==> src/rtl/tff_seq_ctrl_if.sv <==
// Handshake/bus bundle for the sequenced T flip-flop controller.
// The master side issues control commands; the slave side (the controller)
// returns the toggle mask, bank state and status flags.
interface tff_seq_ctrl_if #(
    parameter int WIDTH = 8
);
    logic             start;
    logic             stop;
    logic             pause;
    logic             dir;
    logic             mode;
    logic [WIDTH-1:0] limit;
    logic [WIDTH-1:0] t_vec;
    logic [WIDTH-1:0] count;
    logic             busy;
    logic             tc;
    logic             done;

    modport master (
        output start, stop, pause, dir, mode, limit,
        input  t_vec, count, busy, tc, done
    );

    modport slave (
        input  start, stop, pause, dir, mode, limit,
        output t_vec, count, busy, tc, done
    );
endinterface

==> src/rtl/tff_seq_ctrl.sv <==
// Sequenced T flip-flop bank controller.
// A bank of WIDTH T flip-flops is stepped up or down one count per cycle by
// computing per-bit toggle enables; every change of the bank (load, step,
// reload, clear) goes through the same count ^ t_vec update.
module tff_seq_ctrl #(
    parameter int WIDTH = 8
) (
    input  logic          clk,
    input  logic          rst,
    tff_seq_ctrl_if.slave bus
);

    typedef enum logic [1:0] {
        IDLE,
        RUN,
        HOLD,
        DONE
    } state_t;

    state_t           state;
    state_t           state_nxt;
    logic [WIDTH-1:0] count_q;
    logic [WIDTH-1:0] t_vec;
    logic [WIDTH-1:0] limit_q;
    logic [WIDTH-1:0] end_val;
    logic [WIDTH-1:0] start_val;
    logic [WIDTH-1:0] up_mask;
    logic [WIDTH-1:0] dn_mask;
    logic             dir_q;
    logic             mode_q;
    logic             done_q;
    logic             done_nxt;
    logic             latch_en;
    logic             at_end;

    // Increment toggles bit i when all lower bits are 1; decrement when all
    // lower bits are 0. Bit 0 always toggles on a normal step.
    assign up_mask[0] = 1'b1;
    assign dn_mask[0] = 1'b1;
    for (genvar i = 1; i < WIDTH; i++) begin : g_mask
        assign up_mask[i] = &count_q[i-1:0];
        assign dn_mask[i] = &(~count_q[i-1:0]);
    end

    // Up runs end at the latched limit and restart from 0; down runs the
    // other way round, so the reload path also covers the all-ones wrap.
    assign end_val   = dir_q ? '0 : limit_q;
    assign start_val = dir_q ? limit_q : '0;
    assign at_end    = (count_q == end_val);

    // Next-state and toggle-mask decode; reset drives t_vec = count so the
    // bank clears through the ordinary toggle path.
    always_comb begin
        state_nxt = state;
        t_vec     = '0;
        done_nxt  = 1'b0;
        latch_en  = 1'b0;
        if (!rst) begin
            t_vec     = count_q;
            state_nxt = IDLE;
        end else begin
            case (state)
                IDLE: begin
                    if (bus.start) begin
                        latch_en  = 1'b1;
                        t_vec     = count_q ^ (bus.dir ? bus.limit : '0);
                        state_nxt = RUN;
                    end
                end
                RUN: begin
                    if (bus.stop) begin
                        t_vec     = count_q;
                        state_nxt = IDLE;
                    end else if (bus.pause) begin
                        state_nxt = HOLD;
                    end else if (at_end) begin
                        done_nxt = 1'b1;
                        if (mode_q) begin
                            t_vec = count_q ^ start_val;
                        end else begin
                            state_nxt = DONE;
                        end
                    end else begin
                        t_vec = dir_q ? dn_mask : up_mask;
                    end
                end
                HOLD: begin
                    if (bus.stop) begin
                        t_vec     = count_q;
                        state_nxt = IDLE;
                    end else if (!bus.pause) begin
                        state_nxt = RUN;
                    end
                end
                DONE: begin
                    state_nxt = IDLE;
                end
                default: begin
                    state_nxt = IDLE;
                end
            endcase
        end
    end

    // State register and the registered done pulse.
    always_ff @(posedge clk) begin
        if (!rst) begin
            state  <= IDLE;
            done_q <= 1'b0;
        end else begin
            state  <= state_nxt;
            done_q <= done_nxt;
        end
    end

    // Sequence parameters are captured only on an accepted start.
    always_ff @(posedge clk) begin
        if (!rst) begin
            dir_q   <= 1'b0;
            mode_q  <= 1'b0;
            limit_q <= '0;
        end else if (latch_en) begin
            dir_q   <= bus.dir;
            mode_q  <= bus.mode;
            limit_q <= bus.limit;
        end
    end

    // The T flip-flop bank itself: the toggle mask is its only write path.
    always_ff @(posedge clk) begin
        count_q <= count_q ^ t_vec;
    end

    assign bus.t_vec = t_vec;
    assign bus.count = count_q;
    assign bus.busy  = (state == RUN) || (state == HOLD);
    assign bus.tc    = rst && (state == RUN) && at_end;
    assign bus.done  = done_q;

endmodule

==> src/flat_wrapper.sv <==
// flat-port wrapper written by rule: the top's interface ports become plain ports
module tff_seq_ctrl_flat 
#(
    parameter int WIDTH = 8
)
  (clk, rst, bus_start, bus_stop, bus_pause, bus_dir, bus_mode, bus_limit, bus_t_vec, bus_count, bus_busy, bus_tc, bus_done);
  tff_seq_ctrl_if #(.WIDTH(WIDTH)) bus_i ();
  input  logic clk;
  input  logic rst;
  input wire logic [$bits(bus_i.start)-1:0] bus_start;
  input wire logic [$bits(bus_i.stop)-1:0] bus_stop;
  input wire logic [$bits(bus_i.pause)-1:0] bus_pause;
  input wire logic [$bits(bus_i.dir)-1:0] bus_dir;
  input wire logic [$bits(bus_i.mode)-1:0] bus_mode;
  input wire logic [$bits(bus_i.limit)-1:0] bus_limit;
  output wire logic [$bits(bus_i.t_vec)-1:0] bus_t_vec;
  output wire logic [$bits(bus_i.count)-1:0] bus_count;
  output wire logic [$bits(bus_i.busy)-1:0] bus_busy;
  output wire logic [$bits(bus_i.tc)-1:0] bus_tc;
  output wire logic [$bits(bus_i.done)-1:0] bus_done;
  assign bus_i.start = bus_start;
  assign bus_i.stop = bus_stop;
  assign bus_i.pause = bus_pause;
  assign bus_i.dir = bus_dir;
  assign bus_i.mode = bus_mode;
  assign bus_i.limit = bus_limit;
  assign bus_t_vec = bus_i.t_vec;
  assign bus_count = bus_i.count;
  assign bus_busy = bus_i.busy;
  assign bus_tc = bus_i.tc;
  assign bus_done = bus_i.done;
  tff_seq_ctrl #(.WIDTH(WIDTH)) u_core (.clk(clk), .rst(rst), .bus(bus_i));
endmodule
==> config.mk <==
export PLATFORM = sky130hd
export DESIGN_NAME = tff_seq_ctrl_flat
export DESIGN_NICKNAME = d
export VERILOG_FILES = /design/src/rtl/tff_seq_ctrl_if.sv /design/src/rtl/tff_seq_ctrl.sv /design/src/flat_wrapper.sv
export SDC_FILE = /design/constraint.sdc
export NUM_CORES = 1
export LEC_CHECK = 0
export CAP_MARGIN = 20
export CELL_PAD_IN_SITES_DETAIL_PLACEMENT = 0
export CELL_PAD_IN_SITES_GLOBAL_PLACEMENT = 1
export CORE_ASPECT_RATIO = 1.25
export CORE_MARGIN = 3
export CORE_UTILIZATION = 41
export DETAILED_ROUTE_END_ITERATION = 8
export PLACE_DENSITY_LB_ADDON = 0.1
export SYNTH_ARGS = -nofsm -noshare
export SYNTH_HDL_FRONTEND = slang
export SYNTH_SLANG_ARGS = --single-unit
export TNS_END_PERCENT = 20
==> constraint.sdc <==
create_clock -name clk -period 3.51 [get_ports clk]
set_input_delay 0.351 -clock clk [delete_from_list [all_inputs] [get_ports clk]]
set_output_delay 0.351 -clock clk [all_outputs]
set_load 0.005 [all_outputs]
==> metrics.txt, run 1 <==
Root Buffer clkbuf_8; register area share after synthesis 0.204; RD Place Congestion slightly above 0.9; Design Area, Final around 2500 sq um; largest net degree at the start of global routing 18; share of flip-flops with an asynchronous set or reset 0; Worst setup EP type output pin; die area approximately 5900 sq um; Yosys reg bits 21; worst rel slew slack 0.594; Worst-path clk slew 0.09 ns; worst slew pin tran 0.609 ns; setup_tns 0 ns; list of most frequent post-synthesis cells nand2_1 (63), a21oi_1 (28), nor2_1 (22); CTS tree built; count of cell types in the netlist 53; final WL ~6500 um; Synth Cell Area 2060 sq um; Finished Layout Cells 387; Vias ~2200; RSZ-0062 raised after global routing no; Worst Min Path Start u_core.limit_q[3]$_SDFFE_PN0P_; number of antenna repair diodes 0; R2R cell count 7; Max Clock Freq a little over 0.3 GHz; die width ~70 um; fin crit share 0.937; Required @ worst endpoint approximately 3.2 ns; initial antenna violation count 0; xor-xnor portion of the synthesized cell area 0.0638; reg-to-reg critical path startpoint u_core.bus.count[1]$_DFF_P_; routed len/inst about 17 um; DR pass1 iterations 4; CTS Sinks 21; main combinational cell family by area after synthesis simple AND/OR/NAND/NOR gates; worst hold slack 0.526 ns; WP data arrival between 2 and 3 ns; Critical Path Max Stage Delay ~0.67 ns; outcome completed; Die Y around 85 um; ranking of synthesized cells by area dfxtp_1 (20%), nand2_1 (11%), a21oi_1 (6.8%); Synth Area in Simple Gates 0.309; Hold WC Path Type flip-flop to flip-flop; EDFF count, synth 0; NumNets Final roughly 350; Cells after DPL approximately 380; Peak VDD IR 0.159 mV; CTS Hold Bufs 0; reg2reg end u_core.bus.count[7]$_DFF_P_; CP max FO 16; final hold violations 0; GR Overflow Total 0; share of the synthesized area in the top cell type 0.204; Power, Total between 0.0008 and 0.0009 W; Via density ~5.7; Adder-Cell Fraction of Synth Area 0.0243; syn_nets 318; first-pass GRT wire length ~11000 um; area post-placement ~2400 sq um; Starting Density 0.429; Syn. warnings 0; # rows 28; Hold Path End u_core.limit_q[3]$_SDFFE_PN0P_; HPWL Detailed 4780 um; H-tree depth 1; CP max stage cell dfxtp_1; type of the worst setup path flip-flop to output pin; Compound-Gate Fraction of Synth Area 0.283; internal reg-to-reg setup slack around 1.2 ns; startpoint types flip-flop; final setup vio count 0; Mapped Cells roughly 300; most common cell in the netlist nand2_1; Max Cap Viol 0; final antenna-violating net count 0; drc violations 0; syn_area_per_cell a little under 7 sq um; worst skew pair latency between 0.2 and 0.3 ns; mux cell area share after synthesis 0.0340; 1st-iter DRT viols 210; Syn-to-layout area delta 21.6%; post-layout min period 3.29 ns; Inserted Clock Buffers 3; Power Density approximately 350 nW/um^2; layout cell share with drive strength beyond 1 0.101; clock tree buffer depth 2; WHS Path Cells 2; leak pwr a little under 0.9 nW; IO Pins 34; Worst Skew a little over 0.006 ns; Synth area leader dfxtp_1; Max Slew Vio Count 0; Placeable Area approximately 4800 sq um; GRT Total Usage 0.226; commonest register cell after synthesis dfxtp_1; CP cell instances nor2_1 > a22oi_1 > a32oi_2 > and2_4 > o32ai_1 > o21ai_1 > a221oi_1 > clkdlybuf4s50_1; IO Port Bufs 33; vias in the first global route 2150
## how the worst max path moves through the flow
stage | startpoint | to | slack (ns) | cells past startpoint
floorplan | u_core.bus.count[7]$_DFF_P_ | bus_t_vec[6] | 1.21 | 9
global placement | bus_stop | bus_t_vec[6] | 0.43 | 8
detailed placement | u_core.dir_q$_SDFFE_PN0P_ | bus_t_vec[6] | 0.37 | 8
CTS | u_core.dir_q$_SDFFE_PN0P_ | bus_t_vec[6] | 0.06 | 8
global route | u_core.bus.count[1]$_DFF_P_ | bus_t_vec[6] | 0.002 | 8
finish | u_core.bus.count[1]$_DFF_P_ | bus_t_vec[6] | 0.22 | 8
## layout make-up
type / count / area [sq um]
fillers: 483 / 2300
multi-input cells: 242 / 1470
inverters: 12 / 45.0
repair buffers: 48 / 443
flip-flops and latches: 21 / 423
clock inverters: 1 / 5.00
well taps: 60 / 75.1
clock buffers: 3 / 41.3
## cell families after synthesis
logic type,count (synthesis)
AND/OR/NAND/NOR,132
AO/OA/AOI/OAI,84
XOR/XNOR,15
multiplexers,7
buffers and inverters,36
adder cells (fa/ha/maj),4
flip-flops,21
## placed cells by master (no fill, tap or decap), drive strengths merged, types with 4 or more instances in the layout
| cell type | instances |
|---|---|
| nand2 | 63 |
| clkdlybuf4s50 | 33 |
| a21oi | 28 |
| nor2 | 22 |
| o21ai | 21 |
| dfxtp | 21 |
| xnor2 | 15 |
| buf | 15 |
| inv | 11 |
| nand4 | 10 |
| nor3 | 10 |
| mux2i | 7 |
| a31oi | 5 |
| o21bai | 4 |
| nand2b | 4 |
| ha | 4 |
| and2 | 4 |
| nor4b | 4 |
## critical path, delay by kind of cell (launching register included)
family	cells	cell delay (ns)
buf+inv	1	0.54
flops	1	0.67
simple gates	2	0.35
compound gates	5	1.09
## through the flow
step | setup WS [ns] | utilization
after detailed placement | 0.374 | 0.508
after CTS | 0.0595 | 0.518
after floorplan | 1.21 | -
after global routing | 0.00177 | 0.522
after global placement | 0.432 | 0.508
final | 0.221 | 0.522
## registers in the layout, summed over array words and instances (netlist names)
signal	cells
u_core.mode_q	1
u_core.bus.done	1
u_core.bus.count	8
u_core.state	2
u_core.dir_q	1
u_core.limit_q	8
## routing by layer
layer,track usage,up-vias,share of wire
li1,-,1114,-
met1,0.299,1058,0.46
met2,0.390,45,0.50
met3,0.0237,5,0.031
met4,0.0568,0,0.0078
met5,0,-,0
## where the power goes
part	leakage, nW	total (W)	switching (W)	internal (W)
sequential	0.173	0.000308	0.0000487	0.000260
combinational	0.692	0.000387	0.000203	0.000183
clock	0.0255	0.000175	0.0000958	0.0000796
total	0.890	0.000871	0.000348	0.000523
## timing repair
action,in CTS,in global routing
setup endpoints to repair,0,5
gates resized for setup,0,2
setup buffers,0,2
Power figures use the tool's default switching activity.
==> run 2, diff against run 1 <==
- GPL_ROUTABILITY_DRIVEN: default -> 0
==> run 2 against run 1 <==
  * Worst hold slack worse by 0.0049 ns
  * Utilization is 0.052 points lower
  * Design area hardly changed
  * Largest cell class unchanged
  * Final cell count is 0.52% lower
  * Critical path type unchanged
  * Via count is 0.36% higher
  * Sequential cell count stayed put
  * Power is 0.54% lower
  * Maximum frequency is 0.33% higher
  * Sequential power is 1% higher
==> metrics.txt, run 2 (same netlist as run 1, synthesis figures left out) <==
final WL 6530 um (+0.35%); IO Port Bufs 33 (unchanged); Flop pwr share 0.360 (+0.006); worst rel slew slack 0.603 (+0.00879); GR Overflow Total 0 (unchanged); clock tree buffer depth 2 (unchanged); Worst Skew 0.0117 ns (+0.00552 ns); most frequent cells in the layout nand2_1 (63), clkdlybuf4s50_1 (33), a21oi_1 (28), nor2_1 (22), o21ai_0 (20); Worst setup EP type output pin; fillers 493 (+2.1%); vias in the first global route 2063 (-4.0%); worst slew pin tran 0.596 ns (-0.0132 ns); Max Slew Vio Count 0 (unchanged); NumNets Final 345 (-0.58%); Required @ worst endpoint 3.16 ns (about the same); Sw Pwr 0.000349 W (+0.45%); final antenna-violating net count 0 (unchanged); worst hold slack 0.521 ns (-0.00486 ns); register area 423 sq um (unchanged); largest net degree at the start of global routing 18 (unchanged); die width 69.4 um (unchanged); GRT Total Usage 0.224 (-0.00144); area post-placement 2430 sq um (-0.31%); 1st-iter DRT viols 189 (-10%); Cells after DPL 380 (-0.26%); die area 5910 sq um (unchanged); Starting Density 0.429 (unchanged); CTS Sinks 21 (unchanged); Logic pwr share 0.431 (-0.013); Placeable Area 4800 sq um (unchanged); Multi-input gate area 1480 sq um (+0.85%); Syn-to-layout area delta 21.4% (about the same); WP data arrival 2.93 ns (about the same); worst skew pair latency 0.28 ns (about the same); most common cell after layout, fill and taps aside nand2_1; final hold violations 0 (unchanged); CTS Hold Bufs 0 (unchanged); CP max FO 12 (-4); Design Area, Final 2500 sq um (about the same); leak pwr 0.884 nW (-0.67%); layout cell share with drive strength beyond 1 0.102 (+0.000621); post-layout min period 3.28 ns (-0.0107 ns); RSZ-0062 raised after global routing no; Worst-path clk slew 0.10 ns (about the same); Clock power frac 0.209 (+0.008); initial antenna violation count 0 (unchanged); Via density 5.79 (+0.88%); final setup vio count 0 (unchanged); Power Density 346 nW/um^2 (-0.44%); outcome completed; Finished Layout Cells 385 (-0.52%); drc violations 0 (unchanged); Hold WC Path Type flip-flop to flip-flop; Vias 2230 (+0.36%); H-tree depth 1 (unchanged); number of antenna repair diodes 0 (unchanged); setup_tns 0 ns (unchanged); Inserted Clock Buffers 3 (unchanged); Root Buffer clkbuf_8; first-pass GRT wire length 10700 um (-1.0%); HPWL Detailed 4760 um (-0.43%); startpoint types flip-flop; Peak VDD IR 0.195 mV (+22%); Die Y 85.2 um (unchanged); CTS tree built; P_int 0.000517 W (-1.2%); # rows 28 (unchanged); Finished Core Util 0.521 (about the same); routed len/inst 17.0 um (+0.87%); IO Pins 34 (unchanged); fin crit share 0.934 (-0.00304); Max Cap Viol 0 (unchanged); type of the worst setup path flip-flop to output pin; Net Sw Frac 0.404 (+0.00396); Max Clock Freq 0.305 GHz (+0.33%); DR pass1 iterations 5 (+1)
-- run 2: changes by cell type in the layout (fill, tap and decap cells not counted) --
cell / change
nor4b_2: +2
buf_4: -2
nor4b_1: -2
-- run 2: stage by stage --
stage               total power [W]  setup WS, ns
floorplan                  0.000568          1.21
global placement           0.000680         0.386
detailed placement         0.000682         0.362
CTS                        0.000857        0.0576
global route               0.000918       0.00114
finish                     0.000866         0.232
-- run 2: power by group through the flow --
stage                     combinational (W)  clock [W]  sequential [W]
after global placement             0.000366          0        0.000314
after floorplan                    0.000284          0        0.000284
after detailed placement           0.000367          0        0.000315
after CTS                          0.000369   0.000179        0.000309
after global routing               0.000412   0.000187        0.000318
final                              0.000373   0.000181        0.000312
-- run 2: worst paths after layout --
kind                                   from  slack, ns                        endpoint  cells past startpoint
max             u_core.bus.count[7]$_DFF_P_       0.23                    bus_t_vec[7]                      8
min          u_core.limit_q[3]$_SDFFE_PN0P_       0.52  u_core.limit_q[3]$_SDFFE_PN0P_                      2
max reg2reg     u_core.bus.count[7]$_DFF_P_       1.19     u_core.bus.count[7]$_DFF_P_                      7
min reg2reg  u_core.limit_q[3]$_SDFFE_PN0P_       0.52  u_core.limit_q[3]$_SDFFE_PN0P_                      2
-- run 2: final cells by class --
| class | instances | area share |
|---|---|---|
| Inverter | 12 | 0.0180 |
| Timing Repair Buffer | 46 | 0.171 |
| Sequential cell | 21 | 0.169 |
| Clock inverter | 1 | 0.00200 |
| Tap cell | 60 | 0.0300 |
| Clock buffer | 3 | 0.0165 |
| Multi-Input combinational cell | 242 | 0.593 |
-- run 2: worst max-delay path, cell delays in order (launching register included) --
cell and delay, ns:
dfxtp_1 0.60, xnor2_1 0.17, nand4_1 0.15, a32oi_4 0.32
and2_4 0.29, mux2i_1 0.31, a21oi_1 0.08, o221ai_1 0.19
clkdlybuf4s50_1 0.53
-- run 2: timing repair --
action / CTS / global route
setup endpoints to repair: 0 / 6
resized for setup: 0 / 4
endpoints found under the hold margin: 0 / 0
buffers inserted: 0 / 1
-- run 2: per-layer routing --
metal  GRT usage  up-vias  share of wire
li1            -     1106              -
met1       0.301     1048           0.43
met2       0.387       69           0.51
met3      0.0201        7          0.042
met4      0.0533        0          0.012
met5           0        -              0
